File: src/rtl/obi_periph_pkg.sv
// Shared constants for the OBI peripheral target: register word offsets,
// CTRL/STATUS field positions, the default ID value and a byte-merge helper
// used by every byte-maskable register.
package obi_periph_pkg;

    localparam logic [31:0] ID_DEFAULT = 32'h4642_0001;

    // Word offsets, i.e. addr[5:2]
    localparam logic [3:0] OFS_ID      = 4'd0;
    localparam logic [3:0] OFS_CTRL    = 4'd1;
    localparam logic [3:0] OFS_COUNT   = 4'd2;
    localparam logic [3:0] OFS_COMPARE = 4'd3;
    localparam logic [3:0] OFS_STATUS  = 4'd4;
    localparam logic [3:0] OFS_SCR0    = 4'd5;
    localparam logic [3:0] OFS_SCR3    = 4'd8;

    // CTRL fields
    localparam int CTRL_ENABLE      = 0;
    localparam int CTRL_AUTO_RELOAD = 1;
    localparam int CTRL_IRQ_EN      = 2;
    localparam int CTRL_PSC_LSB     = 8;
    localparam int CTRL_PSC_MSB     = 15;
    // Implemented CTRL bits; everything else reads 0
    localparam logic [31:0] CTRL_MASK = 32'h0000_FF07;

    // STATUS fields
    localparam int STATUS_MATCH = 0;

    // Replace the enabled bytes of old_v with new_v
    function automatic logic [31:0] byte_merge(input logic [31:0] old_v,
                                               input logic [31:0] new_v,
                                               input logic [3:0]  be);
        logic [31:0] r;
        for (int i = 0; i < 4; i++)
            r[i*8 +: 8] = be[i] ? new_v[i*8 +: 8] : old_v[i*8 +: 8];
        return r;
    endfunction

endpackage

File: src/rtl/obi_periph_target_if.sv
// Request/grant/response bus between the CPU_IF tiles and a peripheral.
//   master: drives req, we, be, addr, wdata; receives gnt, rvalid, rdata.
//   slave : the opposite direction.
interface obi_periph_target_if #(
    parameter int ADDR_W = 24
) ();
    logic              req;
    logic              we;
    logic [3:0]        be;
    logic [ADDR_W-1:0] addr;
    logic [31:0]       wdata;
    logic              gnt;
    logic              rvalid;
    logic [31:0]       rdata;

    modport master (output req, we, be, addr, wdata, input gnt, rvalid, rdata);
    modport slave  (input req, we, be, addr, wdata, output gnt, rvalid, rdata);
endinterface

File: src/rtl/obi_periph_target_timer.sv
// Prescaled 32-bit timer with compare and sticky match flag.
//   enable/auto_reload/prescale : CTRL fields
//   compare                     : COMPARE register (old value used on a tick)
//   cnt_we/cnt_be/cnt_wdata     : bus write to COUNT, overrides a tick
//   match_clr                   : W1C of STATUS.match, loses to a new match
//   psc_restart                 : CTRL write, returns the prescaler to 0
//   count/match                 : current timer value and match flag
module periph_timer
    import obi_periph_pkg::*;
(
    input  logic        clk,
    input  logic        rst,
    input  logic        enable,
    input  logic        auto_reload,
    input  logic [7:0]  prescale,
    input  logic [31:0] compare,
    input  logic        cnt_we,
    input  logic [3:0]  cnt_be,
    input  logic [31:0] cnt_wdata,
    input  logic        match_clr,
    input  logic        psc_restart,
    output logic [31:0] count,
    output logic        match
);
    logic [7:0] psc;
    logic       tick;
    logic       hit;

    assign tick = enable && (psc == prescale);
    assign hit  = (count == compare);

    always_ff @(posedge clk or posedge rst) begin
        if (rst) begin
            psc   <= '0;
            count <= '0;
            match <= 1'b0;
        end else begin
            if (psc_restart || !enable || tick)
                psc <= '0;
            else
                psc <= psc + 8'd1;

            // Bus write beats the tick; unwritten bytes keep their old value
            if (cnt_we)
                count <= byte_merge(count, cnt_wdata, cnt_be);
            else if (tick)
                count <= (hit && auto_reload) ? '0 : count + 32'd1;

            // Set has priority over a simultaneous clear
            if (tick && hit)
                match <= 1'b1;
            else if (match_clr)
                match <= 1'b0;
        end
    end
endmodule

File: src/rtl/obi_periph_target.sv
// Memory-mapped peripheral target: ID, CTRL, COUNT, COMPARE, STATUS and four
// scratch registers behind a req/gnt/rvalid bus with one-cycle responses.
//   clk, rst : clock, asynchronous active-high reset
//   bus      : slave side of the peripheral bus (gnt = req, always ready)
//   irq      : registered STATUS.match & CTRL.irq_en
module obi_periph_target
    import obi_periph_pkg::*;
#(
    parameter int          ADDR_W   = 24,
    parameter logic [31:0] ID_VALUE = ID_DEFAULT
) (
    input  logic               clk,
    input  logic               rst,
    obi_periph_target_if.slave bus,
    output logic               irq
);
    logic [3:0]       idx;
    logic             wr;
    logic             rd;
    logic [31:0]      ctrl;
    logic [31:0]      compare;
    logic [3:0][31:0] scratch;
    logic             scr_hit;
    logic [1:0]       scr_sel;
    logic [31:0]      count;
    logic             match;
    logic [31:0]      rd_val;
    logic             unused_addr;

    // Only addr[5:2] is decoded; the rest aliases
    assign idx         = bus.addr[5:2];
    assign unused_addr = ^{bus.addr[ADDR_W-1:6], bus.addr[1:0]};

    assign wr      = bus.req && bus.we;
    assign rd      = bus.req && !bus.we;
    assign scr_hit = (idx >= OFS_SCR0) && (idx <= OFS_SCR3);
    assign scr_sel = 2'(idx - OFS_SCR0);

    assign bus.gnt = bus.req;

    periph_timer u_timer (
        .clk         (clk),
        .rst         (rst),
        .enable      (ctrl[CTRL_ENABLE]),
        .auto_reload (ctrl[CTRL_AUTO_RELOAD]),
        .prescale    (ctrl[CTRL_PSC_MSB:CTRL_PSC_LSB]),
        .compare     (compare),
        .cnt_we      (wr && idx == OFS_COUNT),
        .cnt_be      (bus.be),
        .cnt_wdata   (bus.wdata),
        .match_clr   (wr && idx == OFS_STATUS && bus.be[0] && bus.wdata[STATUS_MATCH]),
        .psc_restart (wr && idx == OFS_CTRL),
        .count       (count),
        .match       (match)
    );

    // Read mux sees register contents before this cycle's updates
    always_comb begin
        rd_val = '0;
        if (scr_hit)
            rd_val = scratch[scr_sel];
        else begin
            case (idx)
                OFS_ID:      rd_val = ID_VALUE;
                OFS_CTRL:    rd_val = ctrl;
                OFS_COUNT:   rd_val = count;
                OFS_COMPARE: rd_val = compare;
                OFS_STATUS:  rd_val = {31'd0, match};
                default:     rd_val = '0;
            endcase
        end
    end

    always_ff @(posedge clk or posedge rst) begin
        if (rst) begin
            ctrl       <= '0;
            compare    <= '0;
            scratch    <= '0;
            bus.rvalid <= 1'b0;
            bus.rdata  <= '0;
            irq        <= 1'b0;
        end else begin
            bus.rvalid <= bus.req;
            bus.rdata  <= rd ? rd_val : '0;
            irq        <= match && ctrl[CTRL_IRQ_EN];
            if (wr && idx == OFS_CTRL)
                ctrl <= byte_merge(ctrl, bus.wdata, bus.be) & CTRL_MASK;
            if (wr && idx == OFS_COMPARE)
                compare <= byte_merge(compare, bus.wdata, bus.be);
            if (wr && scr_hit)
                scratch[scr_sel] <= byte_merge(scratch[scr_sel], bus.wdata, bus.be);
        end
    end
endmodule

File: src/flat_wrapper.sv
// flat-port wrapper written by rule: the top's interface ports become plain ports
module obi_periph_target_flat import obi_periph_pkg::*;
#(
    parameter int          ADDR_W   = 24,
    parameter logic [31:0] ID_VALUE = ID_DEFAULT
)
  (clk, rst, irq, bus_req, bus_we, bus_be, bus_addr, bus_wdata, bus_gnt, bus_rvalid, bus_rdata);
  obi_periph_target_if #(.ADDR_W(ADDR_W)) bus_i ();
  input  logic clk;
  input  logic rst;
  output logic irq;
  input wire logic [$bits(bus_i.req)-1:0] bus_req;
  input wire logic [$bits(bus_i.we)-1:0] bus_we;
  input wire logic [$bits(bus_i.be)-1:0] bus_be;
  input wire logic [$bits(bus_i.addr)-1:0] bus_addr;
  input wire logic [$bits(bus_i.wdata)-1:0] bus_wdata;
  output wire logic [$bits(bus_i.gnt)-1:0] bus_gnt;
  output wire logic [$bits(bus_i.rvalid)-1:0] bus_rvalid;
  output wire logic [$bits(bus_i.rdata)-1:0] bus_rdata;
  assign bus_i.req = bus_req;
  assign bus_i.we = bus_we;
  assign bus_i.be = bus_be;
  assign bus_i.addr = bus_addr;
  assign bus_i.wdata = bus_wdata;
  assign bus_gnt = bus_i.gnt;
  assign bus_rvalid = bus_i.rvalid;
  assign bus_rdata = bus_i.rdata;
  obi_periph_target #(.ADDR_W(ADDR_W), .ID_VALUE(ID_VALUE)) u_core (.clk(clk), .rst(rst), .bus(bus_i), .irq(irq));
endmodule
File: config.mk
export PLATFORM = sky130hd
export DESIGN_NAME = obi_periph_target_flat
export DESIGN_NICKNAME = d
export VERILOG_FILES = /design/src/rtl/obi_periph_pkg.sv /design/src/rtl/obi_periph_target_if.sv /design/src/rtl/obi_periph_target_timer.sv /design/src/rtl/obi_periph_target.sv /design/src/flat_wrapper.sv
export SDC_FILE = /design/constraint.sdc
export NUM_CORES = 1
export LEC_CHECK = 0
export BUFFER_PORTS_ARGS = -buffer_cell sky130_fd_sc_hd__buf_2
export CAP_MARGIN = 20
export CELL_PAD_IN_SITES_DETAIL_PLACEMENT = 1
export CELL_PAD_IN_SITES_GLOBAL_PLACEMENT = 2
export CORE_MARGIN = 8
export CORE_UTILIZATION = 35
export DETAILED_ROUTE_END_ITERATION = 8
export PLACE_DENSITY = 0.72
export SETUP_SLACK_MARGIN = 0.2
export SLEW_MARGIN = 15
export SYNTH_ARGS = -nofsm -noshare
export SYNTH_HDL_FRONTEND = slang
export SYNTH_SLANG_ARGS = --single-unit
File: constraint.sdc
create_clock -name clk -period 6.8 [get_ports clk]
set_input_delay 0.34 -clock clk [delete_from_list [all_inputs] [get_ports clk]]
set_output_delay 0.34 -clock clk [all_outputs]
set_load 0.01 [all_outputs]
==> impl_metrics.prom <==
# TYPE chip_impl_metric gauge
chip_impl_info{name="outcome",value="finished clean"} 1
chip_impl_metric{name="period_needed",unit="ns"} 3.53
chip_impl_info{name="critical_path.startpoint_type",value="input pin"} 1
chip_impl_metric{name="detailedRoute.firstPassIterationCount",unit=""} 7
chip_impl_info{name="timing.critical_path.mode_cell",value="sky130_fd_sc_hd__buf_4"} 1
chip_impl_metric{name="wire_length_of_the_first_global_routing_pass",unit="microns"} 59300
chip_impl_metric{name="place_inst",unit=""} 1590
chip_impl_metric{name="routabilityCongestion",unit=""} 0.780
chip_impl_metric{name="power.total",unit="mW"} 4.56
chip_impl_metric{name="flow.area_growth_from_synthesis",unit="%"} 13.5
chip_impl_metric{name="drcViolationCount",unit=""} 0
chip_impl_info{name="synth_flop_cell",value="sky130_fd_sc_hd__dfrtp_1"} 1
chip_impl_metric{name="netlist_area",unit="sq mm"} 0.0119
chip_impl_info{name="crit_path_end_kind",value="flop"} 1
chip_impl_metric{name="post-cts-setup-buffer-count",unit=""} 0
chip_impl_metric{name="grt_usage",unit=""} 0.184
chip_impl_metric{name="overflow",unit=""} 0
chip_impl_metric{name="route.final.wire_length",unit="microns"} 37300
chip_impl_info{name="crit_type",value="in -> reg"} 1
chip_impl_metric{name="antenna_found_initial",unit=""} 1
chip_impl_metric{name="synth_nets",unit=""} 1209
chip_impl_metric{name="worst_path_largest_cell_delay",unit="ns"} 0.76
chip_impl_metric{name="nNetsFinal",unit=""} 1244
chip_impl_metric{name="power.internal",unit="mW"} 3.12
chip_impl_metric{name="insertedDiodeCount",unit=""} 0
chip_impl_metric{name="synth_unique_cells",unit=""} 56
chip_impl_metric{name="power.leakage",unit="nW"} 5.88
chip_impl_metric{name="finalHoldViolations",unit=""} 0
chip_impl_metric{name="synth_enable_flop_cells",unit=""} 0
chip_impl_metric{name="power_frac_comb",unit=""} 0.227
chip_impl_metric{name="cell_depth_of_the_worst_flop_to_flop_path",unit=""} 6
chip_impl_metric{name="dp_hpwl",unit="microns"} 24800
chip_impl_metric{name="cts_made_buffers",unit=""} 28
chip_impl_metric{name="floorplan.initialDensity",unit=""} 0.356
chip_impl_metric{name="arrival",unit="ns"} 4.01
chip_impl_metric{name="async_reset_ff_frac",unit=""} 1.00
chip_impl_metric{name="largest_net_degree_at_the_start_of_global_routing",unit=""} 69
chip_impl_metric{name="clock_latency",unit="ns"} 0.55
chip_impl_metric{name="floorplan.die.width",unit="microns"} 201
chip_impl_metric{name="final-setup-viol-count",unit=""} 0
chip_impl_metric{name="post_cts.resized_instances",unit=""} 0
chip_impl_metric{name="via_count_of_the_first_global_routing_pass",unit=""} 9700
chip_impl_info{name="regToRegStartpoint",value="u_core.u_timer.count[7]"} 1
chip_impl_info{name="post-synth-top-area-cell",value="sky130_fd_sc_hd__dfrtp_1"} 1
chip_impl_metric{name="yosys.area.top_type_share",unit=""} 0.515
chip_impl_metric{name="dr.first_iter.drc_count",unit=""} 700
chip_impl_metric{name="routed_wire_length_per_instance",unit="microns"} 22.8
chip_impl_metric{name="detail_route.vias_per_cell",unit=""} 5.57
chip_impl_info{name="timing.critical_path.slowest_stage_cell",value="sky130_fd_sc_hd__or4b_4"} 1
chip_impl_metric{name="critical_path_rt",unit="ns"} 7.27
chip_impl_metric{name="fin_worst_skew",unit="ns"} 0.00867
chip_impl_metric{name="cap_violations",unit=""} 0
chip_impl_metric{name="ys_warn_count",unit=""} 0
chip_impl_info{name="rsz_0062_raised_after_global_routing",value="false"} 1
chip_impl_metric{name="power.switching",unit="mW"} 1.44
chip_impl_metric{name="dpl_cell_area",unit="sq mm"} 0.0127
chip_impl_metric{name="ant_nets",unit=""} 0
chip_impl_metric{name="min_period_over_period",unit=""} 0.520
chip_impl_metric{name="floorplan.io_pins",unit=""} 99
chip_impl_metric{name="ys_ff_latch",unit=""} 246
chip_impl_metric{name="core_region_area",unit="sq mm"} 0.0335
chip_impl_metric{name="critical_path.max_fanout",unit=""} 36
chip_impl_info{name="netlist_top_cells_area",value="sky130_fd_sc_hd__dfrtp_1, sky130_fd_sc_hd__a21oi_1, sky130_fd_sc_hd__mux4_2"} 1
chip_impl_metric{name="final-instance-count-excl-fill",unit=""} 1640
chip_impl_metric{name="clk_path_buf_depth",unit=""} 3
chip_impl_metric{name="pwr-share-clk",unit=""} 0.329
chip_impl_metric{name="sw_frac_of_total",unit=""} 0.316
chip_impl_metric{name="die-height",unit="microns"} 201
chip_impl_metric{name="whs",unit="ns"} 0.0778
chip_impl_metric{name="finalMaxSlewViolations",unit=""} 0
chip_impl_info{name="hold_path_class",value="in -> async"} 1
chip_impl_metric{name="rrSetupSlack",unit="ns"} 3.43
chip_impl_metric{name="fin_ws",unit="ns"} 3.27
chip_impl_metric{name="cts.sink_count",unit=""} 246
chip_impl_metric{name="cts.hold.buffers_added",unit=""} 1
chip_impl_info{name="yosys.cell_count.top_type",value="sky130_fd_sc_hd__dfrtp_1"} 1
chip_impl_info{name="timing.critical_path.cells",value="buf_2, buf_4, inv_1, ha_1, nor3b_4, buf_4, and2_4, or4b_4, and2_1, or4b_1, o211ai_1"} 1
chip_impl_info{name="synth_cell_count_leaders",value="sky130_fd_sc_hd__dfrtp_1, sky130_fd_sc_hd__nor2_1, sky130_fd_sc_hd__a21oi_1"} 1
chip_impl_metric{name="max_h_tree_level",unit=""} 1
chip_impl_metric{name="fin_setup_tns",unit="ns"} 0
chip_impl_metric{name="max-slew-margin-rel",unit=""} 0.377
chip_impl_metric{name="layout-drive-gt1-share",unit=""} 0.193
chip_impl_metric{name="vdd.ir_drop.worst",unit="V"} 0.000186
chip_impl_info{name="cts-root-buf",value="sky130_fd_sc_hd__clkbuf_16"} 1
chip_impl_metric{name="seqPwrFrac",unit=""} 0.444
chip_impl_metric{name="syn-instance-count",unit=""} 1138
chip_impl_metric{name="share_of_the_yosys_chip_area_belonging_to_registers",unit=""} 0.515
chip_impl_metric{name="port_buffers",unit=""} 78
chip_impl_metric{name="total_die_area",unit="sq mm"} 0.0403
chip_impl_metric{name="powerDensity",unit="mW/mm^2"} 336
chip_impl_metric{name="layout.core_utilization",unit=""} 0.404
chip_impl_metric{name="dpl_worst_slack",unit="ns"} 2.68
chip_impl_metric{name="vias",unit=""} 9132
chip_impl_info{name="cts_tree",value="yes"} 1
chip_impl_info{name="reg2reg_to",value="u_core.u_timer.count[31]"} 1
chip_impl_metric{name="post-route-cell-area",unit="sq mm"} 0.0136
chip_impl_metric{name="post_synth.cell_area_avg",unit="sq um"} 10.5
chip_impl_metric{name="placement_rows",unit=""} 67
chip_impl_metric{name="clk_pin_slew",unit="ns"} 0.06
chip_impl_metric{name="actual_slew_at_the_worst_max_slew_pin",unit="ns"} 0.934
chip_impl_metric{name="max_freq",unit="MHz"} 283
[routing by layer]
layer / wire length (microns) / vias up / GRT usage
met5: 10 / - / 0
met1: 17600 / 4729 / 0.261
met3: 1460 / 43 / 0.0229
met4: 580 / 2 / 0.0365
met2: 17700 / 179 / 0.299
li1: - / 4179 / -
[state kept, by name, indices dropped and copies added, names as in the netlist]
name                  count
u_core.ctrl              11
u_core.bus.rdata         32
u_core.bus.rvalid         1
u_core.u_timer.count     32
u_core.u_timer.match      1
u_core.u_timer.psc        8
u_core.scratch          128
u_core.compare           32
u_core.irq                1
[power groups by stage]
stage	registers, mW	clock network (mW)	logic, mW
2_1_floorplan	1.95	0	0.821
3_3_place_gp	2.03	0	1.01
3_5_place_dp	2.05	0	1.03
4_1_cts	2.02	1.54	1.04
5_1_grt	2.07	1.58	1.16
6_report	2.02	1.50	1.04
[kinds of logic after synthesis]
group,count (synthesis),synth area share
AOI/OAI and AO/OA,250,0.128
xor gates and xnor gates,46,0.0337
adders and majority gates,7,0.00733
buffers and inverters,110,0.0384
DFF,246,0.515
muxes,110,0.130
and+or+nand+nor,369,0.147
[cell type report]
cell class | count | area, sq um
fill | 3714 | 20000
sequential | 246 | 6160
tap | 448 | 561
timing repair buffer | 95 | 520
clock inverter | 7 | 60.1
clock buffer | 42 | 835
multi-input combinational | 782 | 5350
inverter | 20 | 78.8
[critical path: cells and delay by family]
kind / cells / cell delay, ns
adders and majority gates: 1 / 0.25
and+or+nand+nor: 5 / 2.15
AOI/OAI and AO/OA: 1 / 0.10
buffers and inverters: 4 / 1.11
[cells in the final DEF (no fill, tap or decap), drive strengths merged, types with 10 or more instances in the layout]
| cell type | n |
|---|---|
| dfrtp | 246 |
| a22oi | 10 |
| a222oi | 26 |
| clkbuf | 42 |
| and3 | 30 |
| nand4 | 22 |
| nand3 | 40 |
| inv | 19 |
| nor3 | 13 |
| a21oi | 156 |
| nor4 | 15 |
| mux2i | 35 |
| nand2 | 55 |
| mux2 | 43 |
| mux4 | 32 |
| o21ai | 21 |
| xnor2 | 42 |
| nor2 | 169 |
| buf | 94 |
[worst max path at each step]
stage / from / endpoint / slack, ns / depth (start not counted)
5_1_grt: bus_addr[2] / u_core.u_timer.count[19] / 3.02 / 11
3_3_place_gp: bus_addr[2] / u_core.u_timer.count[19] / 2.69 / 11
3_5_place_dp: bus_addr[2] / u_core.u_timer.count[19] / 2.68 / 11
6_report: bus_addr[2] / u_core.u_timer.count[19] / 3.27 / 11
4_1_cts: bus_addr[2] / u_core.u_timer.count[19] / 3.26 / 11
2_1_floorplan: rst / u_core.bus.rdata[0] / 3.23 / 1
(Power assumes the default switching activity.)
